`src/rtl/spi_slave_byte_io.sv`:
```
// spi_slave_byte_io: SPI mode-0 slave byte front-end, fully in the clk_50mhz domain.
//   - Fabric pushes TX bytes into a FIFO (tx_data/tx_valid/tx_ready); the shifter
//     is loaded from the FIFO head at CS assert and at every byte boundary, and
//     shifts MSB-first onto spi_miso on SCK falls. An empty FIFO sends FILL and
//     pulses tx_underrun.
//   - MOSI is sampled on SCK rises and assembled into rx_data, with a one-cycle
//     rx_valid pulse per completed byte.
// Ports:
//   clk_50mhz, rst_n            clock, async active-low reset
//   spi_clk/spi_cs_n/spi_mosi   raw SPI pins (asynchronous)
//   spi_miso, spi_miso_oe       MISO data and output enable
//   tx_data/tx_valid/tx_ready   TX byte push interface
//   rx_data/rx_valid            received byte and its update pulse
//   tx_underrun                 FILL was loaded instead of FIFO data
//   fifo_level                  TX FIFO occupancy, 0..DEPTH
module spi_slave_byte_io #(
  parameter int         DEPTH = 16,
  parameter logic [7:0] FILL  = 8'h00
) (
  input  logic                   clk_50mhz,
  input  logic                   rst_n,
  input  logic                   spi_clk,
  input  logic                   spi_cs_n,
  input  logic                   spi_mosi,
  output logic                   spi_miso,
  output logic                   spi_miso_oe,
  input  logic [7:0]             tx_data,
  input  logic                   tx_valid,
  output logic                   tx_ready,
  output logic [7:0]             rx_data,
  output logic                   rx_valid,
  output logic                   tx_underrun,
  output logic [$clog2(DEPTH):0] fifo_level
);

  localparam int         AW      = $clog2(DEPTH);
  localparam logic [AW:0] PTR_ONE = 1;

  // [0],[1] are the two sync flops, [2] is edge history
  logic [2:0] sck_sr, cs_sr;
  logic [1:0] mosi_sr;

  // registered edge detection; mosi_d travels alongside so it matches rise_evt
  logic rise_evt, fall_evt, cs_evt, cs_hi, mosi_d;

  logic [2:0]  bit_cnt;
  logic [7:0]  rx_shift, shifter;
  logic [7:0]  mem [DEPTH];
  logic [AW:0] wr_ptr, rd_ptr;
  logic        full, empty, push, pop, load;

  always_ff @(posedge clk_50mhz or negedge rst_n) begin
    if (!rst_n) begin
      sck_sr  <= 3'b000;
      cs_sr   <= 3'b111;
      mosi_sr <= 2'b00;
    end else begin
      sck_sr  <= {sck_sr[1:0], spi_clk};
      cs_sr   <= {cs_sr[1:0], spi_cs_n};
      mosi_sr <= {mosi_sr[0], spi_mosi};
    end
  end

  // SCK edges are only meaningful while synchronised CS is low
  always_ff @(posedge clk_50mhz or negedge rst_n) begin
    if (!rst_n) begin
      rise_evt <= 1'b0;
      fall_evt <= 1'b0;
      cs_evt   <= 1'b0;
      cs_hi    <= 1'b1;
      mosi_d   <= 1'b0;
    end else begin
      rise_evt <= sck_sr[1] & ~sck_sr[2] & ~cs_sr[1];
      fall_evt <= ~sck_sr[1] & sck_sr[2] & ~cs_sr[1];
      cs_evt   <= ~cs_sr[1] & cs_sr[2];
      cs_hi    <= cs_sr[1];
      mosi_d   <= mosi_sr[1];
    end
  end

  assign spi_miso_oe = ~cs_sr[1];
  assign spi_miso    = shifter[7];

  assign empty      = (wr_ptr == rd_ptr);
  assign full       = (wr_ptr[AW] != rd_ptr[AW]) && (wr_ptr[AW-1:0] == rd_ptr[AW-1:0]);
  assign tx_ready   = ~full;
  assign fifo_level = wr_ptr - rd_ptr;
  assign push       = tx_valid & ~full;
  // fall with bit_cnt==0 follows the 8th rise of a byte
  assign load       = cs_evt | (fall_evt & (bit_cnt == 3'd0));
  // no bypass: emptiness is judged before this cycle's push lands
  assign pop        = load & ~empty;

  always_ff @(posedge clk_50mhz) begin
    if (push) mem[wr_ptr[AW-1:0]] <= tx_data;
  end

  always_ff @(posedge clk_50mhz or negedge rst_n) begin
    if (!rst_n) begin
      wr_ptr <= '0;
      rd_ptr <= '0;
    end else begin
      if (push) wr_ptr <= wr_ptr + PTR_ONE;
      if (pop)  rd_ptr <= rd_ptr + PTR_ONE;
    end
  end

  // TX shifter; a byte popped here is gone even if CS is dropped mid-byte
  always_ff @(posedge clk_50mhz or negedge rst_n) begin
    if (!rst_n) begin
      shifter     <= 8'h00;
      tx_underrun <= 1'b0;
    end else begin
      tx_underrun <= load & empty;
      if (load)          shifter <= empty ? FILL : mem[rd_ptr[AW-1:0]];
      else if (fall_evt) shifter <= {shifter[6:0], 1'b0};
    end
  end

  // RX path and bit counter
  always_ff @(posedge clk_50mhz or negedge rst_n) begin
    if (!rst_n) begin
      bit_cnt  <= 3'd0;
      rx_shift <= 8'h00;
      rx_data  <= 8'h00;
      rx_valid <= 1'b0;
    end else begin
      rx_valid <= 1'b0;
      if (cs_hi || cs_evt) begin
        bit_cnt  <= 3'd0;
        rx_shift <= 8'h00;
      end else if (rise_evt) begin
        bit_cnt  <= bit_cnt + 3'd1;
        rx_shift <= {rx_shift[6:0], mosi_d};
        if (bit_cnt == 3'd7) begin
          rx_data  <= {rx_shift[6:0], mosi_d};
          rx_valid <= 1'b1;
        end
      end
    end
  end

endmodule

```
`config.mk`:
```
export PLATFORM = sky130hd
export DESIGN_NAME = spi_slave_byte_io
export DESIGN_NICKNAME = d
export VERILOG_FILES = /design/src/rtl/spi_slave_byte_io.sv
export SDC_FILE = /design/constraint.sdc
export NUM_CORES = 1
export LEC_CHECK = 0
export ABC_AREA = 1
export BUFFER_PORTS_ARGS = -buffer_cell sky130_fd_sc_hd__buf_4
export CAP_MARGIN = 20
export CORE_ASPECT_RATIO = 0.8
export CORE_MARGIN = 2
export CORE_UTILIZATION = 40
export CTS_CLUSTER_DIAMETER = 60
export DETAILED_ROUTE_END_ITERATION = 8
export PLACE_DENSITY = 0.55
export SYNTH_ARGS = -nofsm -noshare
export SYNTH_HDL_FRONTEND = slang
export SYNTH_SLANG_ARGS = --single-unit
```
`constraint.sdc`:
```
create_clock -name clk_50mhz -period 2.94 [get_ports clk_50mhz]
set_input_delay 0.294 -clock clk_50mhz [delete_from_list [all_inputs] [get_ports clk_50mhz]]
set_output_delay 0.294 -clock clk_50mhz [all_outputs]
set_load 0.03 [all_outputs]
```
==> summary.md <==
| Metric | Value |
|---|---|
| Status | `finished clean` |
| Final setup TNS | `0 ns` |
| Peak VDD IR | `0.531 mV` |
| Largest net degree at the start of global routing | `68` |
| Via Count | `~5000` |
| Yosys Warn Count | `0` |
| Clock power share | `0.255` |
| Switching share of power | `0.386` |
| Final Hold Vio Count | `0` |
| DRT iter0 DRCs | `340` |
| DR DRC count | `0` |
| CP most frequent cell | `nand2_1` |
| RSZ-0062 raised after global routing | `false` |
| R2R depth | `9` |
| Max incr delay on CP | `0.50 ns` |
| Part of the Yosys area used for sequential elements | `0.668` |
| Top cell type's share of synthesized area | `0.504` |
| Full die area | `20200 µm²` |
| Gate power share | `0.367` |
| Number of diodes | `0` |
| Slew margin rel. | `0.534` |
| Clock sinks | `178` |
| Hold slack | `~0.22 ns` |
| Fin nets | `817` |
| Top delay family on crit path | `simple AND/OR/NAND/NOR gates` |
| Sequence of cells on the critical path | `inv_1 -> ha_1 -> nand3_1 -> nor2_1 -> nand2_1 -> nand2_1 -> inv_2 -> nand2_1 -> nor2_1` |
| Worst-Skew Late Latency | `0.42 ns` |
| Fin crit share | `0.839` |
| Post-Syn Area per Cell | `between 10 and 15 µm²` |
| IO Port Bufs | `31` |
| WP data arrival | `2.52 ns` |
| Clk_skew | `0.00710 ns` |
| Top cells by count, synth | `nand2_1, edfxtp_1, inv_1, nand3_1, nor2_1` |
| Worst-path fanout max | `11` |
| TritonCTS clock tree | `built` |
| Wirelength per Cell | `approximately 16 µm` |
| Detailed Routing Iterations Pass 1 | `4` |
| Final setup viols | `0` |
| Startpoint types | `register` |
| Worst Path Buf+Inv | `2` |
| Cts repair resizes | `0` |
| Netlist cell types | `27` |
| Leakage Power | `0.00387 µW` |
| HP Class | `in -> reg` |
| Synthesized cell area | `7630 µm²` |
| DR vias/cell | `4.75` |
| FMAX | `405 MHz` |
| Worst Tran Pin Value | `roughly 0.7 ns` |
| Layout cells sized above 1 | `0.115` |
| Dominant cell type by area after synthesis | `edfxtp_1` |
| P_int | `between 5000 and 6000 µW` |
| Synth Flop Type | `edfxtp_1` |
| Net switching power | `approximately 3200 µW` |
| Fraction of registers with async set or reset after synthesis | `0.281` |
| Max-Cap Viols | `0` |
| CTS Buf Count | `17` |
| Count leader, synth | `nand2_1` |
| Area Growth Syn to Fin | `15.2%` |
| Max clock buf depth | `2` |
| Routed Antenna Nets | `0` |
| Antenna violations before repair | `0` |
| # fillers | `1781` |
| Tmin final | `2.47 ns` |
| Routability congestion estimate | `0.893` |
| Initial Utilization | `0.406` |
| Die W | `158 µm` |
| Hold Path Stages | `3` |
| Gr ovfl total | `0` |
| Overall fraction of global-route tracks in use | `0.184` |
| Critical Path End Type | `register` |
| DP HPWL | `about 12000 µm` |
| Vias in the first global route | `5052` |
| Post-synth EDFFs | `roughly 130` |
| Cells after synthesis | `739` |
| Syn_nets | `766` |
| Worst path depth | `9` |
| Slowest-stage cell, CP | `nor2_1` |
| CTS clk-pin slew, worst paths | `0.06 ns` |
| Ports | `32` |
| Power Density | `947 nW/µm²` |
| H-tree levels | `4` |
| Die Height | `between 100 and 150 µm` |
| Number of core rows | `45` |
| Core footprint | `18800 µm²` |
| Global-route wire length before repair | `27300 µm` |
| Largest cells by area after synthesis | `edfxtp_1, dfrtp_1, nand2_1` |
| Seq pwr share | `0.377` |
| WL final | `17400 µm` |
| Final Max Tran Viols | `0` |
| Critical path type | `reg -> reg` |
| Root Buffer | `clkbuf_16` |
| CP required | `roughly 3.0 ns` |
| FF+latch count, synth | `between 150 and 200` |
path summary, 6_finish.rpt:
path	start	to	slack (ns)
max	rd_ptr[3]$_DFFE_PN0P_	mem[8][0]$_DFFE_PP_	0.47
min	tx_valid	wr_ptr[0]$_DFFE_PN0P_	0.22
max reg2reg	rd_ptr[3]$_DFFE_PN0P_	mem[8][0]$_DFFE_PP_	0.47
min reg2reg	mosi_sr[0]$_DFF_PN0_	mosi_sr[1]$_DFF_PN0_	0.35
max in group asynchronous	rst_n	rd_ptr[0]$_DFFE_PN0P_	1.99
min in group asynchronous	rst_n	rx_valid$_DFF_PN0_	0.45
worst register-to-register path, cell delays in order (launching register included):
cell	delay, ns
dfrtp_1	0.39
inv_1	0.26
ha_1	0.35
nand3_1	0.11
nor2_1	0.05
nand2_1	0.09
nand2_1	0.09
inv_2	0.12
nand2_1	0.14
nor2_1	0.50
per-stage QoR:
stage           util  setup WS [ns]  instance area, µm²  power (µW)  instances
2_1_floorplan      -          0.412                7630        5270        739
3_3_place_gp   0.435          0.646                8180        6190       1025
3_5_place_dp   0.435          0.526                8180        6220       1025
4_1_cts        0.467          0.470                8780        8360       1061
5_1_grt        0.467          0.301                8780        8810       1061
6_report       0.467          0.473                8780        8320       1061
power by group through the flow:
stage          Combinational (µW)  Sequential, µW  Clock (µW)
6_report                     3060            3140        2130
5_1_grt                      3370            3160        2270
4_1_cts                      3050            3140        2170
3_5_place_dp                 3030            3190           0
3_3_place_gp                 3010            3180           0
2_1_floorplan                2090            3180           0
per-layer routing:
metal | GRT usage | vias up | routed length, µm
li1 | - | 2469 | -
met1 | 0.261 | 2428 | 8450
met2 | 0.283 | 115 | 7850
met3 | 0.0346 | 23 | 765
met4 | 0.0662 | 0 | 366
met5 | 0 | - | 0
cell usage in the layout, fill, tap and decap left out, types with 5 or more instances in the layout:
cell / synthesis / final
nand2_1: 230 / 230
edfxtp_1: 128 / 128
inv_1: 109 / 109
nand3_1: 62 / 62
buf_4: 3 / 53
nor2_1: 51 / 51
dfrtp_1: 47 / 46
o21ai_0: 27 / 27
clkbuf_16: 0 / 18
ha_1: 12 / 12
xor2_1: 11 / 11
o22ai_1: 9 / 9
o21ai_1: 6 / 6
inv_6: 0 / 5
kinds of logic (layout without fill, tap and decap cells):
group / after synthesis / after routing / synth area share
and+or+nand+nor: 348 / 348 / 0.183
xor gates and xnor gates: 13 / 13 / 0.0149
AOI/OAI and AO/OA: 48 / 48 / 0.0336
buffers and inverters: 139 / 203 / 0.0778
DFF: 178 / 178 / 0.668
adders and majority gates: 13 / 13 / 0.0223
final cells by class:
cell class,count,area (µm²),area share
well taps,258,323,0.0368
clock inverters,13,95.1,0.0108
repair buffers,57,438,0.0499
flip-flops and latches,178,5100,0.581
multi-input cells,422,1940,0.220
inverters,114,428,0.0487
clock buffers,19,464,0.0528
repair_timing:
item	CTS	global route
hold endpoints to repair	50	0
buffers inserted	0	0
hold buffers	4	0
state kept, by name (all words and copies together), names as in the netlist, 2 cells and up:
| name | cells |
|---|---|
| mem | 128 |
| mosi_sr | 2 |
| sck_sr | 3 |
| cs_sr | 2 |
| bit_cnt | 3 |
| shifter | 8 |
| rx_data | 8 |
| rd_ptr | 5 |
| rx_shift | 7 |
| wr_ptr | 5 |
Power figures use the tool's default switching activity.
